[src/rtl/branch_resolve_unit.sv]
// Update side of the 2-bit BHT: queues fetch-time predictions in order, checks each one
// against the execute-stage outcome, drives the BHT write port and redirects fetch on a miss.
module branch_resolve_unit #(
    parameter int unsigned PC_W    = 32,
    parameter int unsigned DEPTH   = 4,
    parameter int unsigned IDX_LSB = 2,
    parameter int unsigned CNT_W   = 16
) (
    input  logic                       clk,
    input  logic                       arst_n,

    input  logic                       pred_valid_i,
    output logic                       pred_ready_o,
    input  logic [PC_W-1:0]            pred_pc_i,
    input  logic                       pred_taken_i,
    input  logic [PC_W-1:0]            pred_target_i,

    input  logic                       res_valid_i,
    input  logic                       res_taken_i,
    input  logic [PC_W-1:0]            res_target_i,

    output logic                       upd_en_o,
    output logic [4:0]                 upd_addr_o,
    output logic                       upd_taken_o,
    output logic                       flush_o,
    output logic [PC_W-1:0]            redirect_pc_o,

    output logic [CNT_W-1:0]           branch_cnt_o,
    output logic [CNT_W-1:0]           mispred_cnt_o,
    output logic                       underflow_err_o,
    output logic [$clog2(DEPTH):0]     count_o
);

    localparam int unsigned PtrW = $clog2(DEPTH);
    localparam int unsigned CntW = PtrW + 1;
    localparam logic [CntW-1:0] FullCnt = CntW'(DEPTH);
    localparam logic [CNT_W-1:0] CntMax = {CNT_W{1'b1}};

    // Prediction storage; contents are only meaningful between head and tail.
    logic [PC_W-1:0] pc_q     [DEPTH];
    logic            taken_q  [DEPTH];
    logic [PC_W-1:0] target_q [DEPTH];

    logic [PtrW-1:0] head_q, head_d;
    logic [PtrW-1:0] tail_q, tail_d;
    logic [CntW-1:0] count_q, count_d;

    logic             upd_en_q;
    logic [4:0]       upd_addr_q;
    logic             upd_taken_q;
    logic             flush_q;
    logic [PC_W-1:0]  redirect_pc_q;
    logic [CNT_W-1:0] branch_cnt_q;
    logic [CNT_W-1:0] mispred_cnt_q;
    logic             underflow_q;

    logic            head_taken;
    logic [PC_W-1:0] head_pc;
    logic [PC_W-1:0] head_target;
    logic            res_hit;
    logic            res_empty;
    logic            mispredict;
    logic            push;
    logic [PC_W-1:0] redirect_next;

    assign head_pc     = pc_q[head_q];
    assign head_taken  = taken_q[head_q];
    assign head_target = target_q[head_q];

    assign pred_ready_o = (count_q != FullCnt);
    assign res_hit      = res_valid_i && (count_q != '0);
    assign res_empty    = res_valid_i && (count_q == '0);

    assign mispredict = res_hit &&
                        ((res_taken_i != head_taken) ||
                         (res_taken_i && head_taken && (res_target_i != head_target)));

    // A correct resolve frees the head slot, so a simultaneous push fits even when full.
    // On a mispredict the push is wrong-path and is dropped.
    assign push = pred_valid_i && !mispredict && (pred_ready_o || res_hit);

    assign redirect_next = res_taken_i ? res_target_i : head_pc + PC_W'(4);

    always_comb begin
        head_d  = head_q;
        tail_d  = tail_q;
        count_d = count_q;
        if (mispredict) begin
            head_d  = head_q + PtrW'(1);
            tail_d  = head_q + PtrW'(1);
            count_d = '0;
        end else begin
            head_d  = head_q + PtrW'(res_hit);
            tail_d  = tail_q + PtrW'(push);
            count_d = count_q + CntW'(push) - CntW'(res_hit);
        end
    end

    always_ff @(posedge clk) begin
        if (push) begin
            pc_q[tail_q]     <= pred_pc_i;
            taken_q[tail_q]  <= pred_taken_i;
            target_q[tail_q] <= pred_target_i;
        end
    end

    always_ff @(posedge clk or negedge arst_n) begin
        if (!arst_n) begin
            head_q        <= '0;
            tail_q        <= '0;
            count_q       <= '0;
            upd_en_q      <= 1'b0;
            upd_addr_q    <= '0;
            upd_taken_q   <= 1'b0;
            flush_q       <= 1'b0;
            redirect_pc_q <= '0;
            branch_cnt_q  <= '0;
            mispred_cnt_q <= '0;
            underflow_q   <= 1'b0;
        end else begin
            head_q   <= head_d;
            tail_q   <= tail_d;
            count_q  <= count_d;
            upd_en_q <= res_hit;
            flush_q  <= mispredict;
            if (res_hit) begin
                upd_addr_q  <= head_pc[IDX_LSB+4:IDX_LSB];
                upd_taken_q <= res_taken_i;
                if (branch_cnt_q != CntMax) begin
                    branch_cnt_q <= branch_cnt_q + CNT_W'(1);
                end
            end
            if (mispredict) begin
                redirect_pc_q <= redirect_next;
                if (mispred_cnt_q != CntMax) begin
                    mispred_cnt_q <= mispred_cnt_q + CNT_W'(1);
                end
            end
            if (res_empty) begin
                underflow_q <= 1'b1;
            end
        end
    end

    assign upd_en_o        = upd_en_q;
    assign upd_addr_o      = upd_addr_q;
    assign upd_taken_o     = upd_taken_q;
    assign flush_o         = flush_q;
    assign redirect_pc_o   = redirect_pc_q;
    assign branch_cnt_o    = branch_cnt_q;
    assign mispred_cnt_o   = mispred_cnt_q;
    assign underflow_err_o = underflow_q;
    assign count_o         = count_q;

endmodule

[config.mk]
export PLATFORM = sky130hd
export DESIGN_NAME = branch_resolve_unit
export DESIGN_NICKNAME = d
export VERILOG_FILES = /design/src/rtl/branch_resolve_unit.sv
export SDC_FILE = /design/constraint.sdc
export NUM_CORES = 1
export LEC_CHECK = 0
export ABC_AREA = 1
export BUFFER_PORTS_ARGS = -buffer_cell sky130_fd_sc_hd__buf_2
export CAP_MARGIN = 20
export CORE_ASPECT_RATIO = 2
export CORE_UTILIZATION = 50
export DETAILED_ROUTE_END_ITERATION = 8
export PLACE_DENSITY = 0.7
export SLEW_MARGIN = 40
export SYNTH_ARGS = -nofsm -noshare
export SYNTH_HDL_FRONTEND = slang
export SYNTH_SLANG_ARGS = --single-unit
[constraint.sdc]
create_clock -name clk -period 10.13 [get_ports clk]
set_clock_uncertainty 0.1 [all_clocks]
set_input_delay 2.026 -clock clk [delete_from_list [all_inputs] [get_ports clk]]
set_output_delay 2.026 -clock clk [all_outputs]
set_load 0.03 [all_outputs]
# Yosys cells after proc, flatten, opt, wreduce, memory -nomap -nowiden
# Memory sizes are Yosys's and may differ from the RTL's.
# Cells that the tools add are included.
dict set report totals {
  ff_bits 80
  mem_bits_rw 260
  in_bits 102
  out_inout_bits 77
  wordCells 47
  mem_count 3
}
# name depth word_bits rd rd_ports_with_merged_regs write_ports line_no
set mem_list {}
lappend mem_list {pc_q 4 32 1 0 1 40} ;# logic [PC_W-1:0] pc_q [DEPTH];
lappend mem_list {target_q 4 32 1 0 1 42} ;# logic [PC_W-1:0] target_q [DEPTH];
lappend mem_list {taken_q 4 1 1 0 1 41} ;# logic taken_q [DEPTH];
dict set report classes {
  add_sub_neg 8
  eq_ne 5
  mux 6
  reduce_logical 14
}
# cell n
set ops {}
lappend ops {{16-bit by 1-bit adder with 16-bit output (second input constant)} 2}
lappend ops {{32-bit by 3-bit adder with 32-bit output (second input constant)} 1}
lappend ops {{32-bit two-way mux} 1}
lappend ops {{16-bit inequality test (second input constant)} 2}
lappend ops {{32-bit inequality test} 1}
lappend ops {{1-bit logical AND} 7}
lappend ops {{2-bit by 1-bit adder with 2-bit output} 2}
lappend ops {{2-bit two-way mux} 2}
lappend ops {{2-bit AND reduction} 2}
lappend ops {{3-bit by 1-bit adder with 3-bit output} 1}
lappend ops {{3-bit logical NOT} 1}
lappend ops {{3-bit two-way mux} 1}
lappend ops {{3-bit inequality test (second input constant)} 1}
lappend ops {{3-bit nonzero test} 1}
lappend ops {{3-bit by 1-bit subtractor with 3-bit output} 1}
lappend ops {{2-bit by 1-bit adder with 2-bit output (second input constant)} 1}
lappend ops {{1-bit logical OR} 2}
lappend ops {{1-bit two-way mux} 2}
lappend ops {{1-bit logical NOT} 1}
lappend ops {{1-bit inequality test} 1}

# Depth between registers and ports, before layout
# Gate-level depths: netlist of the first run.
# An unclocked memory read counts as a cell.
dict set report logic_depth {
  ltp_word 11
  depth_mapped 25
  mapped_depth_nobuf 23
}

# Worst setup path after synthesis of the first run
# Ideal clock, no wire load.
dict set report synth_path {
  path_type {input to register}
  startpoint {input port res_target_i[25]}
  endpoint {memory pc_q[0][0] (enable)}
  setup_time_ps 488
  t_arrival_ps 5620
  required_ps 9542
  slack_ps 3921
  cell_stages 14
  path_buffers 0
  path_cell_list {inv_1 -> nand3_1 -> nand2_1 -> inv_1 -> nand2_1 -> nor2_1 -> nand2_1 -> nor2_1 -> nand2_1 -> nand2_1 -> nand2_2 -> nand2_4 -> nand2_1 -> nor2_1}
}
dict set report synth_via {
  elab_chain_len 9
}
# element line_no
set synth_lines {}
lappend synth_lines {{start: declaration} 20} ;# input logic [PC_W-1:0] res_target_i,
lappend synth_lines {{32-bit inequality test} 76} ;# (res_taken_i && head_taken && (res_target_i != head_target)));
lappend synth_lines {{1-bit logical AND} 76}
lappend synth_lines {{1-bit logical OR} 75} ;# ((res_taken_i != head_taken) ||
lappend synth_lines {{1-bit logical AND} 74} ;# assign mispredict = res_hit &&
lappend synth_lines {{1-bit logical NOT} 80} ;# assign push = pred_valid_i && !mispredict && (pred_ready_o || res_hit);
lappend synth_lines {{1-bit logical AND (2 in a row)} 80}
lappend synth_lines {{1-bit two-way mux} 100} ;# if (push) begin
lappend synth_lines {{1-bit two-way mux (implied by the code)} 101} ;# pc_q[tail_q] <= pred_pc_i;
lappend synth_lines {{end: declaration} 40}
# No other way between the ends.

# Worst setup path in the final report of the first run
dict set report layout_path {
  startpoint {register head_q[0]}
  endpoint {memory pc_q[2][27] (enable)}
}
dict set report layout_via {
  elab_chain_len 10
  word_cells_on_any_way 13
  cone_classes {2 x eq/ne; 2 x mux; 7 x reduce/logical; 2 x memory}
}
# element line_no
set layout_lines {}
lappend layout_lines {{start: declaration} 44} ;# logic [PtrW-1:0] head_q, head_d;
lappend layout_lines {{start signal: assignment} 109} ;# head_q <= '0;
lappend layout_lines {{start signal: assignment} 121} ;# head_q <= head_d;
lappend layout_lines {{memory 4 x 32 bit / memory 4 x 1 bit (equally long branches)} -}
lappend layout_lines {{32-bit inequality test / 1-bit logical AND (equally long branches)} 76}
lappend layout_lines {{1-bit logical AND} 76}
lappend layout_lines {{1-bit logical OR *} 75}
lappend layout_lines {{1-bit logical AND *} 74}
lappend layout_lines {{1-bit logical NOT *} 80}
lappend layout_lines {{1-bit logical AND * (2 in a row)} 80}
lappend layout_lines {{1-bit two-way mux *} 100}
lappend layout_lines {{1-bit two-way mux (implied by the code) *} 101}
# Every way passes the cells marked *; elsewhere a longest branch is shown, timed or not.

==> flow_metrics.env, run 1 <==
export IMPL_outcome="finished, final reports clean"
export IMPL_synth_nets=1653
export IMPL_rows=90
export IMPL_cts_tree="built"
export IMPL_powerDensity_nw_per_um2=299.9
export IMPL_postCtsSetupBuffers=0
export IMPL_fin_ws_ns=3.709
export IMPL_fmax_mhz=155.7
export IMPL_arrival_ns=6.52
export IMPL_tns_ns=0
export IMPL_insertion_delay_ns=0.57
export IMPL_syn_instance_count=1542
export IMPL_clkTransAtPathRegs_ns=0.07
export IMPL_fin_crit_sh_pct=63.39
export IMPL_start_kind="flip-flop"
export IMPL_h_tree_depth=1
export IMPL_worstHoldStart="redirect_pc_o[31]"
export IMPL_maxSlewViolCount=0
export IMPL_power_internal_mw=3.075
export IMPL_layout_nets=1810
export IMPL_clock_sinks=340
export IMPL_core_area_um2=30180
export IMPL_share_seq_of_total_power_pct=38.3
export IMPL_rrSetupSlack_ns=3.71
export IMPL_clk_path_buf_depth=3
export IMPL_rsz0062_at_grt="false"
export IMPL_die_h_um=250.2
export IMPL_syn_avg_cell_area_um2=9.984
export IMPL_slew_headroom_pct=45.78
export IMPL_grt_usage_pct=26.38
export IMPL_avgRoutedWirePerCell_um=19.61
export IMPL_cts_root_buffer="clkbuf_16"
export IMPL_r2r_start="head_q[0]"
export IMPL_startpoint="head_q[0]"
export IMPL_synth_edf_count=260
export IMPL_initialDrtViolationCount=907
export IMPL_yosysWarnings=0
export IMPL_numCtsBuffers=29
export IMPL_antenna_found_initial=0
export IMPL_min_period_ns=6.422
export IMPL_cts_resized_gates=0
export IMPL_grt_first_pass_wirelength_mm=62.93
export IMPL_crit_required_ns=10.22
export IMPL_ys_seq_elements=340
export IMPL_die_area_um2=31540
export IMPL_clkPwrFrac_pct=22.3
export IMPL_drc=0
export IMPL_crit_end="pc_q[2][27]"
export IMPL_p_total_mw=5.269
export IMPL_grt_overflow_total=0
export IMPL_grt_max_degree=88
export IMPL_path_class="reg2reg"
export IMPL_endpoint_kind="flip-flop"
export IMPL_synth_flop_cell="edfxtp_1"
export IMPL_pre_cts_ws_ns=3.472
export IMPL_cts_hold_fix_buffers=0
export IMPL_drt_pass1_iterations=5
export IMPL_totalWireLength_mm=41.01
export IMPL_pwr_share_comb_pct=39.4
export IMPL_antenna_left=0
export IMPL_setup_violations=0
export IMPL_ys_types=41
export IMPL_r2r_cells=19
export IMPL_place_hpwl_mm=27.72
export IMPL_holdCritPathClass="reg2reg"
export IMPL_leakagePower_nw=7.377
export IMPL_ys_seq_area_share_pct=63.72
export IMPL_drive_gt1_share_pct=15.51
export IMPL_ir_drop_v=0.0001756
export IMPL_r2r_end="pc_q[2][27]"
export IMPL_initial_core_util_pct=51.01
export IMPL_avgViaCountPerCell=5.503
export IMPL_worst_pin_slew_ns=0.8124
export IMPL_area_growth_pct=14.12
export IMPL_syn_area_um2=15390
export IMPL_vias=11510
export IMPL_p_sw_mw=2.194
export IMPL_worst_path_max_fanout=79
export IMPL_die_w_um=126.1
export IMPL_p_sw_share_pct=41.64
export IMPL_ios=179
export IMPL_port_buffers=178
export IMPL_first_global_vias=11310
export IMPL_maxCapViolations=0
export IMPL_hold_viol=0
export IMPL_async_flop_share_pct=23.53
export IMPL_place_congestion=0.8706
## flip-flops by register name, summed over array words and instances, names as in the netlist, 3 cells and up
signal,count
pc_q,128
target_q,128
redirect_pc_o,32
branch_cnt_o,16
mispred_cnt_o,16
upd_addr_o,5
taken_q,4
count_o,3
## power by group through the flow
stage | Combinational (mW) | Sequential, mW | Clock [mW]
2_1_floorplan | 1.32 | 2.18 | 0
3_3_place_gp | 2.01 | 2.03 | 0
3_5_place_dp | 2.06 | 2.04 | 0
4_1_cts | 2.08 | 2.02 | 1.19
5_1_grt | 2.30 | 2.04 | 1.24
6_report | 2.08 | 2.02 | 1.18
## cell usage after synthesis (11+ instances only)
cell type | instances | area share (%)
nand4_1 | 31 | 1.3
nand3_1 | 126 | 4.1
nand2_1 | 507 | 12
buf_6 | 11 | 0.80
nor2_1 | 178 | 4.3
xnor2_1 | 19 | 1.1
inv_1 | 70 | 1.7
buf_2 | 18 | 0.59
dfrtp_1 | 80 | 13
nand3b_1 | 17 | 0.83
o21ai_0 | 75 | 2.4
xor2_1 | 29 | 1.6
buf_4 | 16 | 0.78
edfxtp_1 | 260 | 51
o21ai_1 | 30 | 0.98
clkbuf_1 | 18 | 0.44
## cell type report
type,instances,area (um2)
sequential,340,9814
tap,368,460.4
inverter,73,276.5
timing repair buffer,192,1054
antenna,2,5.005
clock inverter,18,191.4
clock buffer,35,832.0
fill,2575,12610
multi-input combinational,1063,4935
## worst min path at each step
stage,end,cells after the start
after floorplan,head_q[0],1
after global placement,underflow_err_o,1
after detailed placement,redirect_pc_o[20],2
after CTS,redirect_pc_o[20],2
after global routing,redirect_pc_o[31],2
final,redirect_pc_o[31],2
## cells by family (layout without fill, tap and decap cells)
family	Yosys count	count (layout)	share of synthesized area, %
other cells	0	2	0
flops	340	340	63.72
simple gates	885	885	24.03
mux	3	3	0.1951
fa+ha+maj	9	9	0.7803
xor+xnor	48	48	2.731
compound gates	118	118	4.064
buf+inv	139	318	4.478
## placed cells by master (no fill, tap or decap), types with 3 or more instances in the layout
cell type | netlist | routed
o21ai_1 | 30 | 30
nand3_1 | 126 | 126
o22ai_1 | 3 | 3
clkinv_2 | 0 | 3
buf_4 | 16 | 8
clkbuf_16 | 0 | 32
ha_1 | 8 | 8
nor2_1 | 178 | 174
dfrtp_1 | 80 | 78
clkinvlp_4 | 0 | 7
nor2_4 | 2 | 6
buf_2 | 18 | 177
nand3b_1 | 17 | 17
mux2i_1 | 3 | 3
inv_1 | 70 | 70
xnor2_1 | 19 | 19
o21ai_0 | 75 | 75
bufinv_16 | 0 | 3
nand2_1 | 507 | 507
nor2_2 | 4 | 4
buf_6 | 11 | 4
edfxtp_1 | 260 | 260
xor2_1 | 29 | 29
nor3_1 | 8 | 8
nand4_1 | 31 | 31
## per-layer routing
metal  GRT usage (%)  up-vias  wire length (um)
li1                -     5484                 -
met4           16.28        0              2586
met5               0        -                 0
met2           48.60      399             21870
met1           28.51     5512             14500
met3           2.990      112              2051
## metrics by stage
stage	area, um2	utilization [%]	cells	hold WS (ns)
after floorplan	15390	-	1542	0.3799
after global placement	16460	54.55	2033	0.3474
after detailed placement	16510	54.71	2035	0.3655
after CTS	17540	58.11	2088	0.3835
after global routing	17560	58.20	2089	0.4138
final	17570	58.21	2091	0.3823
## critical path: stages, from the launching register on
cell	delay [ns]
dfrtp_4	0.70
inv_4	0.66
buf_4	0.62
nand2_1	0.10
nand3_1	0.12
nand2_1	0.07
nand2_1	0.06
nand2_1	0.05
inv_1	0.05
nand2_1	0.05
nor2_1	0.20
nand2_1	0.18
nor2_1	0.13
nand2_1	0.14
nand2_1	0.11
nand2_2	0.30
nand2_4	0.61
nand2_1	0.44
nor2_4	0.56
buf_4	0.66
No activity file was read; power rests on OpenSTA's default activity.
==> inputs of run 2 (changes only) <==
==> constraint.sdc (replaced) <==
create_clock -name clk -period 6.1 [get_ports clk]
set_clock_uncertainty 0.1 [all_clocks]
set_input_delay 1.22 -clock clk [delete_from_list [all_inputs] [get_ports clk]]
set_output_delay 1.22 -clock clk [all_outputs]
set_load 0.03 [all_outputs]
==> run 2 against run 1 <==
Against the previous run: global-route usage is 0.22 points lower; sequential share of layout area is 0.35 points higher; flip-flop and latch count stayed put; setup slack worse by 2.5 ns; clock power is 52% higher; utilization is 0.36 points lower; critical path type unchanged; critical endpoint is now count_o[2]; largest power group unchanged.
==> flow_metrics.env, run 2 (same netlist as run 1, synthesis figures left out) <==
export IMPL_maxSlewViolCount=0
export IMPL_drt_pass1_iterations=6
export IMPL_maxCapViolations=0
export IMPL_initial_core_util_pct=51.01
export IMPL_core_area_um2=30180
export IMPL_cts_root_buffer="clkbuf_16"
export IMPL_avgViaCountPerCell=5.501
export IMPL_die_h_um=250.2
export IMPL_grt_max_degree=78
export IMPL_worst_path_buf_inv=3
export IMPL_worst_pin_slew_ns=0.8456
export IMPL_initialDrtViolationCount=840
export IMPL_clkTransAtPathRegs_ns=0.07
export IMPL_port_buffers=178
export IMPL_cts_hold_fix_buffers=0
export IMPL_start_kind="flip-flop"
export IMPL_layout_common_cells="nand2_1, edfxtp_1, buf_2, nor2_1, nand3_1"
export IMPL_clock_sinks=340
export IMPL_drc=0
export IMPL_grt_first_pass_wirelength_mm=62.40
export IMPL_nFillCells=2587
export IMPL_postCtsSetupBuffers=0
export IMPL_drive_gt1_share_pct=15.11
export IMPL_ir_drop_v=0.0003035
export IMPL_h_tree_depth=1
export IMPL_cts_tree="built"
export IMPL_grt_overflow_total=0
export IMPL_arrival_ns=5.23
export IMPL_place_hpwl_mm=27.04
export IMPL_crit_path_top_delay_cell="dfrtp_4"
export IMPL_max_stage_delay_ns=0.88
export IMPL_totalWireLength_mm=40.61
export IMPL_die_area_um2=31540
export IMPL_grt_usage_pct=26.16
export IMPL_endpoint_kind="flip-flop"
export IMPL_p_sw_mw=3.566
export IMPL_cts_resized_gates=0
export IMPL_rows=90
export IMPL_slew_headroom_pct=43.63
export IMPL_antenna_left=0
export IMPL_share_seq_of_total_power_pct=39.2
export IMPL_fmax_mhz=206.1
export IMPL_fin_crit_sh_pct=79.55
export IMPL_avgRoutedWirePerCell_um=19.38
export IMPL_powerDensity_nw_per_um2=489.0
export IMPL_clkPwrFrac_pct=21.0
export IMPL_hold_viol=0
export IMPL_crit_top_cell="nand2_1"
export IMPL_p_sw_share_pct=41.77
export IMPL_antenna_found_initial=6
export IMPL_leakagePower_nw=7.320
export IMPL_layout_nets=1809
export IMPL_crit_required_ns=6.48
export IMPL_pwr_share_comb_pct=39.8
export IMPL_crit_family="simple AND/OR/NAND/NOR gates"
export IMPL_worst_path_max_fanout=77
export IMPL_ios=179
export IMPL_rsz0062_at_grt="false"
export IMPL_die_w_um=126.1
export IMPL_outcome="finished, final reports clean"
export IMPL_fin_util_pct=57.85
export IMPL_tns_ns=0
export IMPL_clk_path_buf_depth=3
export IMPL_min_period_ns=4.852
export IMPL_holdCritPathClass="reg2reg"
export IMPL_area_growth_pct=13.41
export IMPL_path_class="reg2reg"
export IMPL_numCtsBuffers=29
export IMPL_power_internal_mw=4.971
export IMPL_crit_chain="inv_6 > nand2_1 > nand3_1 > nand2_1 > nand2_1 > nand2_1 > nand3_1 > nor2_1 > nand2_1 > nor2_1 > nand2_1 > nand2_1 > nand2_2 > nand2_4 > nand2_1 > ha_1 > inv_1 > ha_1 > inv_1 > fa_1 > xor2_1 > nor2_1"
export IMPL_layout_commonest_cell="nand2_1"
export IMPL_setup_violations=0
export IMPL_vias=11530
export IMPL_insertion_delay_ns=0.58
export IMPL_place_congestion=0.8879
export IMPL_first_global_vias=11420
## run 2: cell types whose count changed in the layout (fill, tap and decap cells not counted), moves of 2 or more
cell,previous run,this run
clkinvlp_4,7,3
clkbuf_16,32,29
clkbuf_1,1,7
diode_2,2,6
clkinvlp_2,0,2
buf_6,4,1
buf_12,1,4
clkinv_2,3,6
## run 2: cell type report
| cell class | instances | area (um2) | area share (%) |
|---|---|---|---|
| flip-flops and latches | 340 | 9814 | 56.21 |
| multi-input cells | 1063 | 4935 | 28.26 |
| repair buffers | 191 | 1045 | 5.984 |
| clock buffers | 37 | 765.7 | 4.386 |
| well taps | 368 | 460.4 | 2.637 |
| inverters | 73 | 281.5 | 1.612 |
| clock inverters | 17 | 142.6 | 0.8170 |
| diodes | 6 | 15.01 | 0.08600 |
## run 2: metal layers
metal  share of wire (%)  vias to the layer above  routed length, um  track usage (%)
li1                    -                     5485                  -                -
met2                  55                      361              22350            49.82
met3                 4.5                      110               1846            2.926
met1                  35                     5567              14410            27.60
met4                 4.9                        2               1990            14.29
met5               0.022                        -                  9                0
## run 2: power groups by stage
stage / logic [mW] / registers, mW / clock network [mW]
after CTS: 3.42 / 3.34 / 1.81
after detailed placement: 3.41 / 3.38 / 0
final: 3.40 / 3.34 / 1.79
after global placement: 3.33 / 3.37 / 0
after global routing: 3.77 / 3.39 / 1.91
after floorplan: 2.18 / 3.63 / 0
## run 2: worst reg2reg max path, delay by kind of cell (launching register included)
kind / cells / cell delay, ns
AND/OR/NAND/NOR: 15 / 2.20
flip-flops: 1 / 0.88
adder cells (fa/ha/maj): 3 / 0.87
buffers and inverters: 3 / 0.56
XOR/XNOR: 1 / 0.17
## run 2: final timing paths
kind	start	endpoint	slack, ns	cells past startpoint
max	head_q[0]	count_o[2]	1.25	22
min	underflow_err_o	underflow_err_o	0.37	1
max reg2reg	head_q[0]	count_o[2]	1.25	22
min reg2reg	underflow_err_o	underflow_err_o	0.37	1
max in group asynchronous	arst_n	head_q[1]	4.32	2
min in group asynchronous	arst_n	upd_addr_o[0]	0.50	1
## run 2: per-stage QoR
stage,hold WS [ns],cell area [um2],setup slack [ns],cells,power (mW)
floorplan,0.3799,15390,0.6971,1542,5.813
global placement,0.3459,16530,1.276,2035,6.696
detailed placement,0.3611,16530,1.169,2035,6.790
CTS,0.3761,17440,1.137,2089,8.577
global route,0.4046,17450,0.8588,2093,9.066
finish,0.3722,17460,1.248,2095,8.537
